**src/rtl/mult_div_if.sv**
```systemverilog
// Handshake and result bundle between the main control unit and the MULT/DIV sequencer.
interface mult_div_if #(parameter int WIDTH = 32);
    logic             start_mult;
    logic             start_div;
    logic [WIDTH-1:0] a;
    logic [WIDTH-1:0] b;
    logic [WIDTH-1:0] hi;
    logic [WIDTH-1:0] lo;
    logic             busy;
    logic             done;
    logic             div_zero;

    modport master (
        output start_mult, start_div, a, b,
        input  hi, lo, busy, done, div_zero
    );

    modport slave (
        input  start_mult, start_div, a, b,
        output hi, lo, busy, done, div_zero
    );
endinterface

```
**src/rtl/mult_div_ctrl.sv**
```systemverilog
// Multi-cycle signed multiply / restoring divide sequencer writing HI and LO.
// Operands are reduced to magnitudes on acceptance and the sign is restored in FIX.
module mult_div_ctrl #(
    parameter int WIDTH = 32
) (
    input  logic        clk,
    input  logic        reset,
    mult_div_if.slave   bus
);
    localparam int CW = $clog2(WIDTH);
    localparam logic [WIDTH-1:0]   ONE_W  = {{(WIDTH-1){1'b0}}, 1'b1};
    localparam logic [2*WIDTH-1:0] ONE_2W = {{(2*WIDTH-1){1'b0}}, 1'b1};

    typedef enum logic [1:0] {
        IDLE     = 2'd0,
        MULT_RUN = 2'd1,
        DIV_RUN  = 2'd2,
        FIX      = 2'd3
    } state_t;

    state_t             state_r;
    logic [CW-1:0]      cnt_r;
    logic [WIDTH-1:0]   mag_a_r;
    logic [WIDTH-1:0]   mag_b_r;
    logic [2*WIDTH-1:0] acc_r;
    logic [WIDTH:0]     rem_r;
    logic [WIDTH-1:0]   quo_r;
    logic               sign_r;
    logic               qsign_r;
    logic               rsign_r;
    logic               is_div_r;
    logic [WIDTH-1:0]   hi_r;
    logic [WIDTH-1:0]   lo_r;
    logic               busy_r;
    logic               done_r;
    logic               div_zero_r;

    logic [2*WIDTH-1:0] addend_s;
    logic [WIDTH:0]     rem_sh_s;
    logic [WIDTH:0]     diff_s;

    // Magnitudes are unsigned, so the most negative value maps to itself exactly.
    function automatic logic [WIDTH-1:0] abs_val(input logic [WIDTH-1:0] v);
        return v[WIDTH-1] ? ((~v) + ONE_W) : v;
    endfunction

    // One shift-add partial product and one restoring trial subtraction per cycle.
    always_comb begin
        addend_s = {(2*WIDTH){1'b0}};
        if (mag_b_r[cnt_r]) begin
            addend_s = {{WIDTH{1'b0}}, mag_a_r} << cnt_r;
        end else begin
            addend_s = {(2*WIDTH){1'b0}};
        end
        rem_sh_s = {rem_r[WIDTH-1:0], quo_r[WIDTH-1]};
        diff_s   = rem_sh_s - {1'b0, mag_b_r};
    end

    // Sequencer state, datapath registers and registered outputs.
    always_ff @(posedge clk or negedge reset) begin
        if (!reset) begin
            state_r    <= IDLE;
            cnt_r      <= {CW{1'b0}};
            mag_a_r    <= {WIDTH{1'b0}};
            mag_b_r    <= {WIDTH{1'b0}};
            acc_r      <= {(2*WIDTH){1'b0}};
            rem_r      <= {(WIDTH+1){1'b0}};
            quo_r      <= {WIDTH{1'b0}};
            sign_r     <= 1'b0;
            qsign_r    <= 1'b0;
            rsign_r    <= 1'b0;
            is_div_r   <= 1'b0;
            hi_r       <= {WIDTH{1'b0}};
            lo_r       <= {WIDTH{1'b0}};
            busy_r     <= 1'b0;
            done_r     <= 1'b0;
            div_zero_r <= 1'b0;
        end else begin
            done_r     <= 1'b0;
            div_zero_r <= 1'b0;
            case (state_r)
                IDLE: begin
                    if (bus.start_mult) begin
                        mag_a_r  <= abs_val(bus.a);
                        mag_b_r  <= abs_val(bus.b);
                        sign_r   <= bus.a[WIDTH-1] ^ bus.b[WIDTH-1];
                        acc_r    <= {(2*WIDTH){1'b0}};
                        cnt_r    <= {CW{1'b0}};
                        is_div_r <= 1'b0;
                        busy_r   <= 1'b1;
                        state_r  <= MULT_RUN;
                    end else if (bus.start_div && (bus.b == {WIDTH{1'b0}})) begin
                        div_zero_r <= 1'b1;
                    end else if (bus.start_div) begin
                        mag_a_r  <= abs_val(bus.a);
                        mag_b_r  <= abs_val(bus.b);
                        qsign_r  <= bus.a[WIDTH-1] ^ bus.b[WIDTH-1];
                        rsign_r  <= bus.a[WIDTH-1];
                        rem_r    <= {(WIDTH+1){1'b0}};
                        quo_r    <= abs_val(bus.a);
                        cnt_r    <= {CW{1'b0}};
                        is_div_r <= 1'b1;
                        busy_r   <= 1'b1;
                        state_r  <= DIV_RUN;
                    end else begin
                        state_r <= IDLE;
                    end
                end
                MULT_RUN: begin
                    acc_r <= acc_r + addend_s;
                    cnt_r <= cnt_r + {{(CW-1){1'b0}}, 1'b1};
                    if (cnt_r == CW'(WIDTH-1)) begin
                        state_r <= FIX;
                    end else begin
                        state_r <= MULT_RUN;
                    end
                end
                DIV_RUN: begin
                    // A clear borrow bit means the trial subtraction fits.
                    if (!diff_s[WIDTH]) begin
                        rem_r <= diff_s;
                        quo_r <= {quo_r[WIDTH-2:0], 1'b1};
                    end else begin
                        rem_r <= rem_sh_s;
                        quo_r <= {quo_r[WIDTH-2:0], 1'b0};
                    end
                    cnt_r <= cnt_r + {{(CW-1){1'b0}}, 1'b1};
                    if (cnt_r == CW'(WIDTH-1)) begin
                        state_r <= FIX;
                    end else begin
                        state_r <= DIV_RUN;
                    end
                end
                FIX: begin
                    if (is_div_r) begin
                        lo_r <= qsign_r ? ((~quo_r) + ONE_W) : quo_r;
                        hi_r <= rsign_r ? ((~rem_r[WIDTH-1:0]) + ONE_W) : rem_r[WIDTH-1:0];
                    end else begin
                        {hi_r, lo_r} <= sign_r ? ((~acc_r) + ONE_2W) : acc_r;
                    end
                    done_r  <= 1'b1;
                    busy_r  <= 1'b0;
                    state_r <= IDLE;
                end
                default: begin
                    busy_r  <= 1'b0;
                    state_r <= IDLE;
                end
            endcase
        end
    end

    assign bus.hi       = hi_r;
    assign bus.lo       = lo_r;
    assign bus.busy     = busy_r;
    assign bus.done     = done_r;
    assign bus.div_zero = div_zero_r;
endmodule
```
**src/flat_wrapper.sv**
```systemverilog
// flat-port wrapper written by rule: the top's interface ports become plain ports
module mult_div_ctrl_flat 
#(
    parameter int WIDTH = 32
)
  (clk, reset, bus_start_mult, bus_start_div, bus_a, bus_b, bus_hi, bus_lo, bus_busy, bus_done, bus_div_zero);
  mult_div_if #(.WIDTH(WIDTH)) bus_i ();
  input  logic clk;
  input  logic reset;
  input wire logic [$bits(bus_i.start_mult)-1:0] bus_start_mult;
  input wire logic [$bits(bus_i.start_div)-1:0] bus_start_div;
  input wire logic [$bits(bus_i.a)-1:0] bus_a;
  input wire logic [$bits(bus_i.b)-1:0] bus_b;
  output wire logic [$bits(bus_i.hi)-1:0] bus_hi;
  output wire logic [$bits(bus_i.lo)-1:0] bus_lo;
  output wire logic [$bits(bus_i.busy)-1:0] bus_busy;
  output wire logic [$bits(bus_i.done)-1:0] bus_done;
  output wire logic [$bits(bus_i.div_zero)-1:0] bus_div_zero;
  assign bus_i.start_mult = bus_start_mult;
  assign bus_i.start_div = bus_start_div;
  assign bus_i.a = bus_a;
  assign bus_i.b = bus_b;
  assign bus_hi = bus_i.hi;
  assign bus_lo = bus_i.lo;
  assign bus_busy = bus_i.busy;
  assign bus_done = bus_i.done;
  assign bus_div_zero = bus_i.div_zero;
  mult_div_ctrl #(.WIDTH(WIDTH)) u_core (.clk(clk), .reset(reset), .bus(bus_i));
endmodule
```
**config.mk**
```make
export PLATFORM = sky130hd
export DESIGN_NAME = mult_div_ctrl_flat
export DESIGN_NICKNAME = d
export VERILOG_FILES = /design/src/rtl/mult_div_if.sv /design/src/rtl/mult_div_ctrl.sv /design/src/flat_wrapper.sv
export SDC_FILE = /design/constraint.sdc
export NUM_CORES = 1
export LEC_CHECK = 0
export BUFFER_PORTS_ARGS = -buffer_cell sky130_fd_sc_hd__buf_4
export CAP_MARGIN = 40
export CORE_ASPECT_RATIO = 1.4
export CORE_MARGIN = 3
export CORE_UTILIZATION = 40
export DETAILED_ROUTE_END_ITERATION = 12
export GPL_ROUTABILITY_DRIVEN = 1
export PLACE_DENSITY = 0.57
export SYNTH_ARGS = -nofsm -noshare
export SYNTH_HDL_FRONTEND = slang
export SYNTH_SLANG_ARGS = --single-unit
```
**constraint.sdc**
```tcl
create_clock -name clk -period 9.96 [get_ports clk]
set_input_delay 1.494 -clock clk [delete_from_list [all_inputs] [get_ports clk]]
set_output_delay 1.494 -clock clk [all_outputs]
set_load 0.02 [all_outputs]
```
==> reports/results.txt <==
Hold Path Stages -> 2
Final setup violating endpoints -> 0
Worst Setup End Kind -> register
CTS buffer count -> 30
# IOs -> 135
Clk Tree Root Cell -> clkbuf_16
Max-Cap Viols -> 0
Avg WL per Cell -> 23.5 µm
Setup WS pre-CTS -> 3.70 ns
Die Y -> 287 µm
Wire length of the first global-routing pass -> 127 mm
Seq/Total Area, Yosys -> 29.9%
Critical setup path kind -> register to register
Critical path's slowest cell -> mux4_2
Skew final -> 0.0238 ns
Cells after synthesis -> 2808
GPL Wtd Cong -> 0.964
Pin count of the biggest net entering global routing -> 78
Total Routed Length -> 84.5 mm
Port Buffers -> 134
Syn nets -> 2984
Yosys reg bits -> 270
Rows -> 102
Fmax -> 160 MHz
P_leak -> 11.2 nW
Most common cell in the synthesized netlist -> nand2_1
Distinct cells, synth -> 76
Reg2reg setup slack -> 3.70 ns
Status -> complete, no violations
Post-synth top area cell -> dfrtp_1
Top cells by count, synth -> nand2_1 (334), o21ai_0 (291), nor2_1 (277)
Cell breakdown of the critical path -> buf_4 -> inv_1 -> mux4_2 -> nand2b_1 -> and2_1 -> buf_4 -> nor2_1 -> ha_1 -> a21o_1 -> a21oi_1 -> nor2b_1 -> o41ai_1 -> o211ai_1 -> a21oi_1 -> o21ai_0 -> a32oi_1 -> mux2_2 -> a221o_1
Number of global-route vias before repair -> 20500
Crit Reg-Reg Startpoint -> u_core.cnt_r[3]
Post-synth EDFFs -> 0
Peak VDD IR -> 0.164 mV
Core area -> 0.0556 mm²
# DRC -> 0
Hold Path Sink -> u_core.mag_a_r[25]
First-iteration detailed-routing DRC count -> 1444
Top_reg_cell synth -> dfrtp_1
Worst setup SP type -> register
Total Routing Usage GR -> 27.4%
Post-CTS sizing -> 0
Routed vias/inst -> 5.82
WP data arrival -> 6.74 ns
Total grt overflow -> 0
Slew Limit Fails -> 0
Worst relative slew slack -> 38.3%
Initial antenna violation count -> 2
Mapped Avg Cell Area -> 8.06 µm²
Area Overhead vs Synth -> 12.4%
Min Tclk post-route -> 6.26 ns
CTS H-Tree Depth -> 1
Hold Vio Cnt, Final -> 0
Post-route ant nets -> 0
Post-synth top area share -> 29.9%
Final HPWL DP -> 67.4 mm
Cell Area, Synth -> 0.0226 mm²
Unrepaired setup endpoints after global routing -> no
Die area -> 0.0595 mm²
WP data required -> 10.45 ns
Synth area leaders -> dfrtp_1 (30%), o21ai_0 (6.4%), ha_1 (5.9%)
Hold_buf cts -> 0
Ys Warns -> 0
Setup total negative slack -> 0 ns
CTS tree -> done
Longest Clk Path Bufs -> 3
Clock tree sinks -> 270
Ys async rst share -> 100%
Pwr per Cell Area -> 330 mW/mm²
Hold Path Class -> register to register
Fill count -> 5600
Worst reg-to-reg path cell count -> 18
Layout net count -> 3011
DR vias -> 20900
Die width -> 207 µm
Worst Tran Pin Value -> 0.925 ns
Period utilization -> 62.8%
Share of layout cells above drive strength 1 -> 11.8%
Post-CTS Setup Inserts -> 0
Hold path start -> u_core.mag_a_r[25]
Initial Utilization -> 40.7%
Crit path max fanout -> 49
Skew-Pair Late Insertion Delay -> 0.61 ns
R2R Path End -> u_core.acc_r[63]
Final worst slack -> 3.70 ns
CP peak stage delay -> 0.63 ns
TritonRoute pass-1 iters -> 6
Clock slew at reported path FFs -> 0.07 ns
-- worst max-delay path: cells and delay by family, from the launching register on --
family	cells	cell delay (ns)
compound gates	8	2.44
buf+inv	3	1.16
mux	2	0.99
simple gates	4	0.77
fa+ha+maj	1	0.41
flops	1	0.36
-- where the power goes --
part / leakage (nW) / switching, mW / internal, mW
registers: 3.43 / 0.574 / 1.50
logic: 7.22 / 3.16 / 1.89
clock network: 0.532 / 0.524 / 0.737
-- placed cells by master (no fill, tap or decap), types with 48 or more instances in the layout --
cell type,instances
inv_1,106
xnor2_1,131
nor2_1,276
o21ai_0,289
xor2_1,136
nand2_1,334
a21oi_1,226
buf_4,154
dfrtp_1,265
a21o_1,56
mux2_2,48
mux2i_1,48
ha_1,105
o31ai_1,61
-- sequential cells by signal, summed over array words and instances, names as in the netlist --
name,count
u_core.sign_r,1
u_core.bus.done,1
u_core.bus.div_zero,1
u_core.qsign_r,1
u_core.mag_b_r,32
u_core.bus.busy,1
u_core.quo_r,32
u_core.state_r,2
u_core.rem_r,32
u_core.acc_r,64
u_core.mag_a_r,32
u_core.cnt_r,5
u_core.bus.lo,32
u_core.bus.hi,32
u_core.is_div_r,1
u_core.rsign_r,1
-- worst max-delay path by stage --
stage	startpoint	to	cells after the start
floorplan	u_core.cnt_r[0]	u_core.acc_r[63]	20
global placement	u_core.cnt_r[1]	u_core.acc_r[63]	17
detailed placement	u_core.cnt_r[3]	u_core.acc_r[63]	18
CTS	u_core.cnt_r[3]	u_core.acc_r[63]	18
global route	u_core.cnt_r[3]	u_core.acc_r[63]	17
finish	u_core.cnt_r[3]	u_core.acc_r[63]	18
-- kinds of logic after synthesis --
group           after synthesis  synth area share, %
compound gates              874                 23.8
xor+xnor                    268                 10.4
fa+ha+maj                   108                 6.04
buf+inv                     275                 4.65
flops                       270                 29.9
mux                         126                 7.50
simple gates                887                 17.8
-- layout make-up --
type | count | area, µm² | area share, %
inverters | 106 | 398 | 1.56
multi-input cells | 2263 | 14900 | 58.6
well taps | 728 | 911 | 3.58
clock inverters | 18 | 241 | 0.949
clock buffers | 38 | 852 | 3.35
repair buffers | 164 | 1370 | 5.38
flip-flops and latches | 270 | 6770 | 26.6
diodes | 1 | 2.50 | 0.00984
-- metrics by stage --
step | cell area (µm²) | power (mW) | hold WS (ns) | cells | util (%)
finish | 25400 | 8.38 | 0.511 | 3588 | 45.7
global route | 25400 | 8.96 | 0.526 | 3587 | 45.7
CTS | 25400 | 8.44 | 0.515 | 3587 | 45.7
detailed placement | 24300 | 7.15 | 0.501 | 3531 | 43.7
global placement | 24100 | 7.04 | 0.498 | 3522 | 43.4
floorplan | 22600 | 5.32 | 0.462 | 2808 | -
-- metal layers --
| layer | routed length, µm | vias to the layer above | part of all wire [%] | GRT usage [%] |
|---|---|---|---|---|
| li1 | - | 10100 | - | - |
| met1 | 31900 | 10100 | 38 | 30.5 |
| met2 | 43600 | 473 | 52 | 50.6 |
| met3 | 2770 | 146 | 3.3 | 2.28 |
| met4 | 6210 | 2 | 7.4 | 17.0 |
| met5 | 13 | - | 0.015 | 0 |
Note: power is estimated with default switching activity, not from simulation.
